File: config.mk
export PLATFORM = sky130hd
export DESIGN_NAME = pe_out_sched_flat
export DESIGN_NICKNAME = d
export VERILOG_FILES = /design/src/rtl/pe_out_sched_pkg.sv /design/src/rtl/pe_out_sched_if.sv /design/src/rtl/pe_out_sched_rr_pick.sv /design/src/rtl/pe_out_sched.sv /design/src/flat_wrapper.sv
export SDC_FILE = /design/constraint.sdc
export NUM_CORES = 1
export LEC_CHECK = 0
export ABC_AREA = 1
export CAP_MARGIN = 40
export CORE_ASPECT_RATIO = 2
export CORE_MARGIN = 3
export CORE_UTILIZATION = 30
export CTS_CLUSTER_SIZE = 40
export DETAILED_ROUTE_END_ITERATION = 8
export PLACE_DENSITY_LB_ADDON = 0.12
export RECOVER_POWER = 50
export SLEW_MARGIN = 10
export SYNTH_ARGS = -nofsm -noshare
export SYNTH_HDL_FRONTEND = slang
export SYNTH_SLANG_ARGS = --single-unit
File: constraint.sdc
create_clock -name clk -period 6.8 [get_ports clk]
set_clock_uncertainty 0.05 [all_clocks]
set_input_delay 2.04 -clock clk [delete_from_list [all_inputs] [get_ports clk]]
set_output_delay 2.04 -clock clk [all_outputs]
set_load 0.01 [all_outputs]
File: src/rtl/pe_out_sched_pkg.sv
// Shared definitions for the PE output scheduler: packet field layout,
// bag (TYPE) codes, FSM state encoding and a packet assembly helper.
package pe_out_sched_pkg;

  localparam int PKT_W  = 40;
  localparam int ID_W   = 4;
  localparam int TIME_W = 10;
  localparam int DATA_W = 20;
  localparam int TYPE_W = 2;

  localparam int TYPE_MIN = 0;
  localparam int TYPE_MAX = 1;
  localparam int DATA_MIN = 2;
  localparam int DATA_MAX = 21;
  localparam int TIME_MIN = 22;
  localparam int TIME_MAX = 31;
  localparam int DST_MIN  = 32;
  localparam int DST_MAX  = 35;
  localparam int SRC_MIN  = 36;
  localparam int SRC_MAX  = 39;

  localparam logic [TYPE_W-1:0] BAG_NOR = 2'b01;
  localparam logic [TYPE_W-1:0] BAG_REQ = 2'b10;
  localparam logic [TYPE_W-1:0] BAG_RET = 2'b11;

  typedef enum logic [2:0] {
    IDLE     = 3'd0,
    SEND_RET = 3'd1,
    SEND_REQ = 3'd2,
    SEND_NOR = 3'd3,
    GAP      = 3'd4
  } state_t;

  // Assemble a control packet from its fields.
  function automatic logic [PKT_W-1:0] mk_pkt(input logic [ID_W-1:0]   src,
                                               input logic [ID_W-1:0]   dst,
                                               input logic [TIME_W-1:0] tm,
                                               input logic [DATA_W-1:0] data,
                                               input logic [TYPE_W-1:0] bag);
    logic [PKT_W-1:0] p;
    p = '0;
    p[SRC_MAX:SRC_MIN]   = src;
    p[DST_MAX:DST_MIN]   = dst;
    p[TIME_MAX:TIME_MIN] = tm;
    p[DATA_MAX:DATA_MIN] = data;
    p[TYPE_MAX:TYPE_MIN] = bag;
    return p;
  endfunction

endpackage

File: src/rtl/pe_out_sched_if.sv
// Normal-packet source and router injection handshake bundle.
// master: the scheduler side; slave: the PE/router environment side.
interface pe_out_sched_if;
  import pe_out_sched_pkg::*;

  logic             norm_valid;
  logic [PKT_W-1:0] norm_data;
  logic             norm_ready;
  logic [PKT_W-1:0] data_p2r;
  logic             valid_p2r;
  logic             ready_p2r;

  modport master (
    input  norm_valid, norm_data, ready_p2r,
    output norm_ready, data_p2r, valid_p2r
  );

  modport slave (
    output norm_valid, norm_data, ready_p2r,
    input  norm_ready, data_p2r, valid_p2r
  );
endinterface

File: src/rtl/pe_out_sched_rr_pick.sv
// Round-robin picker: first set request at or after ptr, wrapping modulo NUM_TAR.
module rr_pick #(
  parameter  int NUM_TAR = 4,
  localparam int IW      = (NUM_TAR > 1) ? $clog2(NUM_TAR) : 1
) (
  input  logic [NUM_TAR-1:0] req,
  input  logic [IW-1:0]      ptr,
  output logic [IW-1:0]      grant,
  output logic               any
);

  logic [IW-1:0] idx;

  // Scan from the farthest candidate back to ptr so the nearest set slot wins.
  always_comb begin
    grant = '0;
    any   = 1'b0;
    idx   = '0;
    for (int k = NUM_TAR - 1; k >= 0; k--) begin
      idx = IW'((int'(ptr) + k) % NUM_TAR);
      if (req[idx]) begin
        grant = idx;
        any   = 1'b1;
      end
    end
  end

endmodule

File: src/rtl/pe_out_sched.sv
// Per-PE output scheduler: shares the PE->router injection port between
// normal, retransmission-request and retransmission packets.
// Optional statistics counters: define PE_OUT_SCHED_STATS_EN.
module pe_out_sched
  import pe_out_sched_pkg::*;
#(
  parameter logic [ID_W-1:0]   MY_ID      = 4'b0000,
  parameter int                NUM_TAR    = 4,
  parameter int                CTRL_BURST = 4,
  parameter logic [TYPE_W-1:0] REQ_BAG    = BAG_REQ,
  parameter logic [TYPE_W-1:0] RET_BAG    = BAG_RET
) (
  input  logic                      clk,
  input  logic                      rst_n,
  input  logic                      enable,
  input  logic [NUM_TAR*ID_W-1:0]   tar_id,
  input  logic [NUM_TAR-1:0]        req_pend,
  input  logic [NUM_TAR*DATA_W-1:0] diff_cnt,
  input  logic [NUM_TAR*DATA_W-1:0] ret_cnt,
  pe_out_sched_if.master            bus,
  output logic                      request_out_flag,
  output logic [ID_W-1:0]           request_dst,
  output logic                      retrans_out_flag,
  output logic [ID_W-1:0]           retrans_dst,
  output logic                      hold_out_flag
`ifdef PE_OUT_SCHED_STATS_EN
  ,
  output logic [15:0]               stat_nor,
  output logic [15:0]               stat_req,
  output logic [15:0]               stat_ret,
  output logic [15:0]               stat_stall
`endif
);

  localparam int            IW        = (NUM_TAR > 1) ? $clog2(NUM_TAR) : 1;
  localparam int            BW        = $clog2(CTRL_BURST + 1);
  localparam logic [BW-1:0] BURST_MAX = BW'(CTRL_BURST);

  logic [ID_W-1:0]   tid_a  [NUM_TAR];
  logic [DATA_W-1:0] diff_a [NUM_TAR];
  logic [DATA_W-1:0] ret_a  [NUM_TAR];
  logic [NUM_TAR-1:0] ret_nz;

  for (genvar i = 0; i < NUM_TAR; i++) begin : g_slot
    assign tid_a[i]  = tar_id[i*ID_W +: ID_W];
    assign diff_a[i] = diff_cnt[i*DATA_W +: DATA_W];
    assign ret_a[i]  = ret_cnt[i*DATA_W +: DATA_W];
    assign ret_nz[i] = |ret_a[i];
  end

  state_t        state;
  state_t        pick;
  logic [IW-1:0] ret_ptr, req_ptr, cur_slot;
  logic [IW-1:0] ret_idx, req_idx;
  logic          ret_any, req_any;
  logic [BW-1:0] burst_cnt;
  logic [TIME_W-1:0] time_cnt;

  rr_pick #(.NUM_TAR(NUM_TAR)) u_ret_pick (
    .req   (ret_nz),
    .ptr   (ret_ptr),
    .grant (ret_idx),
    .any   (ret_any)
  );

  rr_pick #(.NUM_TAR(NUM_TAR)) u_req_pick (
    .req   (req_pend),
    .ptr   (req_ptr),
    .grant (req_idx),
    .any   (req_any)
  );

  function automatic logic [IW-1:0] next_slot(input logic [IW-1:0] s);
    if (int'(s) == NUM_TAR - 1) return '0;
    return s + IW'(1);
  endfunction

  // Launch decision in IDLE: starved normal first, then retrans, request, normal.
  always_comb begin
    pick = IDLE;
    if (state == IDLE && enable && rst_n) begin
      if (bus.norm_valid && burst_cnt == BURST_MAX) pick = SEND_NOR;
      else if (ret_any)                             pick = SEND_RET;
      else if (req_any)                             pick = SEND_REQ;
      else if (bus.norm_valid)                      pick = SEND_NOR;
    end
  end

  assign bus.norm_ready = (pick == SEND_NOR);
  assign hold_out_flag  = bus.valid_p2r & ~bus.ready_p2r;

  // Scheduler FSM with registered packet, valid, flags, pointers and counters.
  always_ff @(posedge clk) begin
    if (!rst_n) begin
      state            <= IDLE;
      bus.data_p2r     <= '0;
      bus.valid_p2r    <= 1'b0;
      request_out_flag <= 1'b0;
      request_dst      <= '0;
      retrans_out_flag <= 1'b0;
      retrans_dst      <= '0;
      cur_slot         <= '0;
      ret_ptr          <= '0;
      req_ptr          <= '0;
      burst_cnt        <= '0;
      time_cnt         <= '0;
    end else begin
      if (enable) time_cnt <= time_cnt + 1'b1;
      unique case (state)
        IDLE: begin
          if (!bus.norm_valid) burst_cnt <= '0;
          unique case (pick)
            SEND_RET: begin
              state            <= SEND_RET;
              cur_slot         <= ret_idx;
              bus.data_p2r     <= mk_pkt(MY_ID, tid_a[ret_idx], time_cnt, ret_a[ret_idx], RET_BAG);
              bus.valid_p2r    <= 1'b1;
              retrans_out_flag <= 1'b1;
              retrans_dst      <= tid_a[ret_idx];
            end
            SEND_REQ: begin
              state            <= SEND_REQ;
              cur_slot         <= req_idx;
              bus.data_p2r     <= mk_pkt(MY_ID, tid_a[req_idx], time_cnt, diff_a[req_idx], REQ_BAG);
              bus.valid_p2r    <= 1'b1;
              request_out_flag <= 1'b1;
              request_dst      <= tid_a[req_idx];
            end
            SEND_NOR: begin
              state         <= SEND_NOR;
              bus.data_p2r  <= bus.norm_data;
              bus.valid_p2r <= 1'b1;
            end
            default: ;
          endcase
        end
        SEND_RET, SEND_REQ, SEND_NOR: begin
          if (bus.ready_p2r) begin
            state            <= GAP;
            bus.valid_p2r    <= 1'b0;
            request_out_flag <= 1'b0;
            request_dst      <= '0;
            retrans_out_flag <= 1'b0;
            retrans_dst      <= '0;
            if (state == SEND_RET) ret_ptr <= next_slot(cur_slot);
            if (state == SEND_REQ) req_ptr <= next_slot(cur_slot);
            if (state == SEND_NOR)
              burst_cnt <= '0;
            else if (bus.norm_valid && burst_cnt != BURST_MAX)
              burst_cnt <= burst_cnt + 1'b1;
          end
        end
        GAP:     state <= IDLE;
        default: state <= IDLE;
      endcase
    end
  end

`ifdef PE_OUT_SCHED_STATS_EN
  // Accepted-packet counters per type (wrapping) and stall counter (saturating).
  always_ff @(posedge clk) begin
    if (!rst_n) begin
      stat_nor   <= '0;
      stat_req   <= '0;
      stat_ret   <= '0;
      stat_stall <= '0;
    end else begin
      if (bus.valid_p2r && bus.ready_p2r) begin
        if (state == SEND_NOR) stat_nor <= stat_nor + 1'b1;
        if (state == SEND_REQ) stat_req <= stat_req + 1'b1;
        if (state == SEND_RET) stat_ret <= stat_ret + 1'b1;
      end
      if (hold_out_flag && stat_stall != 16'hFFFF) stat_stall <= stat_stall + 1'b1;
    end
  end
`endif

endmodule
File: src/flat_wrapper.sv
// flat-port wrapper written by rule: the top's interface ports become plain ports
module pe_out_sched_flat import pe_out_sched_pkg::*;
#(
  parameter logic [ID_W-1:0]   MY_ID      = 4'b0000,
  parameter int                NUM_TAR    = 4,
  parameter int                CTRL_BURST = 4,
  parameter logic [TYPE_W-1:0] REQ_BAG    = BAG_REQ,
  parameter logic [TYPE_W-1:0] RET_BAG    = BAG_RET
)
  (clk, rst_n, enable, tar_id, req_pend, diff_cnt, ret_cnt, request_out_flag, request_dst, retrans_out_flag, retrans_dst, hold_out_flag, bus_norm_valid, bus_norm_data, bus_ready_p2r, bus_norm_ready, bus_data_p2r, bus_valid_p2r);
  pe_out_sched_if bus_i ();
  input  logic clk;
  input  logic rst_n;
  input  logic enable;
  input  logic [NUM_TAR*ID_W-1:0] tar_id;
  input  logic [NUM_TAR-1:0] req_pend;
  input  logic [NUM_TAR*DATA_W-1:0] diff_cnt;
  input  logic [NUM_TAR*DATA_W-1:0] ret_cnt;
  output logic request_out_flag;
  output logic [ID_W-1:0] request_dst;
  output logic retrans_out_flag;
  output logic [ID_W-1:0] retrans_dst;
  output logic hold_out_flag;
  input wire logic [$bits(bus_i.norm_valid)-1:0] bus_norm_valid;
  input wire logic [$bits(bus_i.norm_data)-1:0] bus_norm_data;
  input wire logic [$bits(bus_i.ready_p2r)-1:0] bus_ready_p2r;
  output wire logic [$bits(bus_i.norm_ready)-1:0] bus_norm_ready;
  output wire logic [$bits(bus_i.data_p2r)-1:0] bus_data_p2r;
  output wire logic [$bits(bus_i.valid_p2r)-1:0] bus_valid_p2r;
  assign bus_i.norm_valid = bus_norm_valid;
  assign bus_i.norm_data = bus_norm_data;
  assign bus_i.ready_p2r = bus_ready_p2r;
  assign bus_norm_ready = bus_i.norm_ready;
  assign bus_data_p2r = bus_i.data_p2r;
  assign bus_valid_p2r = bus_i.valid_p2r;
  pe_out_sched #(.MY_ID(MY_ID), .NUM_TAR(NUM_TAR), .CTRL_BURST(CTRL_BURST), .REQ_BAG(REQ_BAG), .RET_BAG(RET_BAG)) u_core (.clk(clk), .rst_n(rst_n), .enable(enable), .tar_id(tar_id), .req_pend(req_pend), .diff_cnt(diff_cnt), .ret_cnt(ret_cnt), .bus(bus_i), .request_out_flag(request_out_flag), .request_dst(request_dst), .retrans_out_flag(retrans_out_flag), .retrans_dst(retrans_dst), .hold_out_flag(hold_out_flag));
endmodule
== Word level (Yosys, flattened, before mapping) ==
Index checks and enable logic that the tools add are counted.

* Add/subtract/negate cells: 9
* $lt $le $gt $ge: 10
* Equality and inequality tests: 16
* Mux-type cells: 83
* Bitwise gates (word level): 4
* Reduce and logical (&&, ||, !) cells: 23

{| class="wikitable"
|+ Operators by type and width
! kind !! count
|-
| $pmux W40 S3 || 1
|-
| $bmux W20 S2 || 2
|-
| $mux W20 || 4
|-
| $reduce_or A20 Y1 || 4
|-
| $mux W1 || 29
|-
| $mux W4 || 7
|-
| $mux W3 || 9
|-
| $lt A2 B3 Y1 const B || 8
|-
| $mux W2 || 12
|-
| $bmux W1 S2 || 8
|-
| $bmux W4 S2 || 2
|-
| $pmux W4 S2 || 2
|-
| $reduce_and A3 Y1 || 5
|-
| $eq A3 B2 Y1 const B || 4
|-
| $pmux W3 S2 || 2
|-
| $add A10 B1 Y10 const B || 1
|-
| $ne A2 B2 Y1 const B || 5
|-
| $pmux W3 S3 || 1
|-
| $add A2 B2 Y2 const B || 4
|-
| $add A2 B1 Y2 const B || 3
|-
| $eq A3 B1 Y1 const B || 2
|-
| $ge A3 B3 Y1 const B || 2
|-
| $not A2 Y3 || 2
|-
| $pmux W1 S2 || 3
|-
| 16 further kinds || 23
|}

* Flip-flop bits (word level): 73
* Input bits: 225
* Output and inout bits: 53

== Longest topological paths before layout ==
Gate-level depths: netlist of run 1.

* Word-level depth: 15
* Depth in mapped cells: 21
* Gate-level depth less buffers: 20

== By module ==
From an unflattened synthesis of run 1, not the netlist that was laid out.

* Cells, all modules: 954
* Area total of the unflattened synthesis: 5472.7 um^2

{| class="wikitable"
|+ Modules (own cells, without submodules)
! module !! times used !! cells each !! area each (um^2) !! sequential area each (um^2)
|-
| pe_out_sched || 1 || 866 || 5042.3 || 1461.4
|-
| rr_pick || 2 || 44 || 215.2 || 0.0
|}

== Worst setup path after synthesis of run 1 ==
No wires, ideal clock.

* Path kind: in2out
* From: input ret_cnt[60]
* To: output bus_norm_ready
* Data arrival time: 3.427 ns
* Slack: 1.283 ns
* Cell stages on the path: 12
* Buffers on the path: 0
* Cell sequence: or2_1 -> nor2_1 -> nand4_1 -> nand3_1 -> nand2_1 -> nor2_1 -> nand3_1 -> a21oi_1 -> nand2_1 -> nand2_1 -> inv_1 -> ha_1

* Longest elaborated chain between the ends: 11
* Elaborated cells between the ends (all ways): 17
* Those cells by class: 1 x eq/ne; 15 x mux; 1 x reduce/logical

{| class="wikitable"
|+ Ends and longest elaborated chain
! what !! RTL line !! source
|-
| start, declared || flat_wrapper.sv:18 || <nowiki>input logic [NUM_TAR*DATA_W-1:0] ret_cnt;</nowiki>
|-
| $reduce_or A20 Y1 (*) || pe_out_sched.sv:48 || <nowiki>assign ret_nz[i] = |ret_a[i];</nowiki>
|-
| $bmux W1 S2 || pe_out_sched_rr_pick.sv:21 || <nowiki>if (req[idx]) begin</nowiki>
|-
| $mux W1 (not written as such) || pe_out_sched_rr_pick.sv:21 ||
|-
| $mux W1 (3 in a row) || pe_out_sched_rr_pick.sv:21 ||
|-
| $mux W1 (*) || pe_out_sched_rr_pick.sv:21 ||
|-
| $mux W3 (*) || pe_out_sched.sv:83 || <nowiki>else if (ret_any) pick = SEND_RET;</nowiki>
|-
| $mux W3 (*) || pe_out_sched.sv:82 || <nowiki>if (bus.norm_valid && burst_cnt == BURST_MAX) pick = SEND_NOR;</nowiki>
|-
| $mux W3 (*) || pe_out_sched.sv:81 || <nowiki>if (state == IDLE && enable && rst_n) begin</nowiki>
|-
| $eq A3 B2 Y1 (*) || pe_out_sched.sv:89 || <nowiki>assign bus.norm_ready = (pick == SEND_NOR);</nowiki>
|-
| end, declared || flat_wrapper.sv:27 || <nowiki>output wire logic [$bits(bus_i.norm_ready)-1:0] bus_norm_ready;</nowiki>
|}

Mark *: on every way between the ends. The rest lies on a longest branch, timed or not. The select of a mux whose other input is x is not followed.

== Final worst setup path of run 1 ==
* From: input ret_cnt[29]
* To: output bus_norm_ready

Same word-level chain as after synthesis.

==> results of run 1 <==
## metal layers
layer  GRT usage  share of wire  vias to the layer above
li1            -              -                     3870
met1       0.277           0.35                     3462
met2       0.508           0.54                      291
met3      0.0481          0.061                       58
met4       0.131          0.050                        0
met5           0              0                        -
## report_power, final
part / total, mW / switching (mW) / leakage (nW) / internal, mW
combinational: 1.09 / 0.668 / 3.33 / 0.423
sequential: 0.546 / 0.0455 / 0.594 / 0.501
clock: 0.516 / 0.194 / 0.155 / 0.321
total: 2.15 / 0.908 / 4.08 / 1.25
## synth_stat cells
cell / n / share of area
buf_4: 6 / 0.0076
xor2_1: 1 / 0.0015
buf_2: 19 / 0.016
nor2_1: 96 / 0.061
nor2_2: 1 / 0.0011
and3_1: 2 / 0.0021
a22oi_1: 1 / 0.0013
inv_4: 2 / 0.0021
o21a_1: 8 / 0.010
ha_1: 9 / 0.019
nand4_1: 15 / 0.016
buf_6: 8 / 0.015
clkbuf_1: 24 / 0.015
nand2_1: 286 / 0.18
nor4_1: 1 / 0.0011
nand3b_1: 14 / 0.018
a211oi_1: 3 / 0.0038
nand2_4: 1 / 0.0019
nor3_1: 15 / 0.013
nand2_2: 5 / 0.0053
or2_0: 1 / 0.0011
nand3_1: 167 / 0.14
nor2_4: 1 / 0.0019
o31ai_1: 1 / 0.0013
a31o_2: 1 / 0.0015
inv_1: 80 / 0.051
dfxtp_1: 73 / 0.25
buf_1: 3 / 0.0019
a21oi_1: 89 / 0.076
clkinv_1: 4 / 0.0025
or2_2: 1 / 0.0011
o21ai_1: 13 / 0.011
xnor2_1: 1 / 0.0015
a31oi_1: 1 / 0.0011
o211ai_1: 9 / 0.011
or2_1: 3 / 0.0032
inv_2: 12 / 0.0076
o21ai_0: 48 / 0.041
o21ai_2: 1 / 0.0015
## state kept, by name (all words and copies together), names as in the netlist
| name | count |
|---|---|
| u_core.burst_cnt | 3 |
| u_core.time_cnt | 10 |
| u_core.bus.data_p2r | 40 |
| u_core.bus.valid_p2r | 1 |
| u_core.cur_slot | 2 |
| u_core.request_out_flag | 1 |
| u_core.request_dst | 4 |
| u_core.retrans_dst | 4 |
| u_core.ret_ptr | 2 |
| u_core.req_ptr | 2 |
| u_core.state | 3 |
| u_core.retrans_out_flag | 1 |
## critical path: cells and delay by family
family	cells	cell delay, ns
and+or+nand+nor	9	1.17
buffers and inverters	3	0.68
AOI/OAI and AO/OA	1	0.15
adders and majority gates	1	0.19
## stage by stage
stage / util / hold slack, ns / total power, mW / setup slack, ns
2_1_floorplan: - / 0.397 / 1.22 / 1.28
3_3_place_gp: 0.462 / 0.402 / 1.66 / 0.178
3_5_place_dp: 0.463 / 0.407 / 1.67 / 0.173
4_1_cts: 0.480 / 0.418 / 2.20 / 0.154
5_1_grt: 0.482 / 0.434 / 2.32 / 0.267
6_report: 0.482 / 0.413 / 2.15 / 0.469
## logic make-up after synthesis
| group | synth area share |
|---|---|
| simple gates | 0.451 |
| compound gates | 0.160 |
| buf+inv | 0.120 |
| flops | 0.248 |
| fa+ha+maj | 0.0191 |
| xor+xnor | 0.00297 |
## layout make-up
type	instances	area, µm²
diodes	4	10.0
clock buffers	9	225
clock inverters	7	95.1
fillers	2040	9850
inverters	98	373
multi-input cells	795	3770
flip-flops and latches	73	1460
well taps	255	319
repair buffers	294	2910
## path summary, 6_finish.rpt
kind	start	endpoint	slack, ns	cells after the start
max	ret_cnt[29]	bus_norm_ready	0.47	14
min	u_core.request_dst[0]	u_core.request_dst[0]	0.41	2
max reg2reg	u_core.ret_ptr[0]	u_core.bus.data_p2r[18]	3.28	20
min reg2reg	u_core.request_dst[0]	u_core.request_dst[0]	0.41	2
## timing repair
action | in CTS | in global routing
resized for setup | 0 | 13
endpoints found under the hold margin | 0 | 0
setup endpoints to repair | 0 | 1
==> impl_metrics.env, run 1 <==
export IMPL_status="finished clean"
export IMPL_hold_path_class="flop to flop"
export IMPL_yosysUniqueCellTypes=39
export IMPL_coreArea_um2=19000
export IMPL_crit_path_end_kind="output pin"
export IMPL_cts_clk_slew_worst_paths_ns=0.06
export IMPL_final_common_cell="nand2_1"
export IMPL_clkSinkCount=73
export IMPL_max_freq_mhz=158
export IMPL_vias=7681
export IMPL_grt_max_degree=55
export IMPL_finalCriticalPeriod_ns=6.33
export IMPL_path_common_cell="nand2_1"
export IMPL_gr_total_overflow=0
export IMPL_fin_area_um2=9160
export IMPL_grt_pass1_wl_um=44200
export IMPL_cpMaxStageDelayCell="clkdlybuf4s50_1"
export IMPL_postRouteAntennaNets=0
export IMPL_tns_ns=0
export IMPL_layoutNonFillerInstCount=1535
export IMPL_worstPathArrival_ns=4.24
export IMPL_clock_root_buffer="clkbuf_16"
export IMPL_ioPinCount=278
export IMPL_port_buffers=277
export IMPL_die_h_um=204
export IMPL_grt_pass1_vias=7663
export IMPL_crit_chain="clkdlybuf4s50_1 -> or2_1 -> nor2_2 -> nand4_1 -> nand3_2 -> nand2_1 -> nor2_1 -> nand3_1 -> a21oi_1 -> nand2_1 -> nand2_1 -> inv_1 -> ha_2 -> dlymetal6s2s_1"
export IMPL_slew_violations=0
export IMPL_cts_hold_buf=0
export IMPL_placed_area_um2=8800
export IMPL_layout_common_cells="nand2_1, clkdlybuf4s50_1, nand3_1, a21oi_1, nor2_1"
export IMPL_hold_violations=0
export IMPL_fin_crit_sh=0.931
export IMPL_drive_gt1_frac=0.0572
export IMPL_crit_required_ns=4.71
export IMPL_yosysSeqAreaShare=0.248
export IMPL_initial_utilization=0.310
export IMPL_setup_viol=0
export IMPL_postCtsSetupBuffers=0
export IMPL_dp_hpwl_um=22300
export IMPL_start_kind="input pin"
export IMPL_nets=1505
export IMPL_track_usage=0.267
export IMPL_drt_iter0_drc=435
export IMPL_peakVddDrop_mv=0.174
export IMPL_syn_cell_area_um2=5890
export IMPL_tritoncts="built"
export IMPL_leakagePower_nw=4.08
export IMPL_viasPerCell=5.00
export IMPL_worst_path_largest_cell_delay_ns=0.45
export IMPL_drc=0
export IMPL_routed_wl_um=29000
export IMPL_syn_num_nets=1260
export IMPL_cts_buffers=9
export IMPL_worst_pin_slew_ns=0.676
export IMPL_place_congestion=0.928
export IMPL_clock_latency_ns=0.33
export IMPL_synth_seq_cells=73
export IMPL_clk_path_buf_depth=2
export IMPL_areaGrowthSynthToFinish_pct=55.6
export IMPL_critPathMaxFanout=2
export IMPL_syn_area_per_cell_um2=5.74
export IMPL_p_per_area_nw_per_um2=235
export IMPL_post_drt_wl_per_cell_um=18.9
export IMPL_synth_cells=1026
export IMPL_dp_cells=1515
export IMPL_antenna_found_initial=3
export IMPL_synth_warnings=0
export IMPL_rsz0062_at_grt="false"
export IMPL_critPathKind="input pin to output pin"
export IMPL_num_rows=71
export IMPL_dieArea_um2=21500
export IMPL_cts_htree_levels=3
export IMPL_slew_headroom=0.549
export IMPL_die_w_um=105
export IMPL_drv_cap=0
export IMPL_first_pass_iters=5
Power figures use the tool's default switching activity.
==> inputs of run 2 (changes only) <==
- CTS_CLUSTER_DIAMETER: unset -> 40
==> results of run 2 <==
The final DEF is identical to that of run 1; final timing and power are the same.
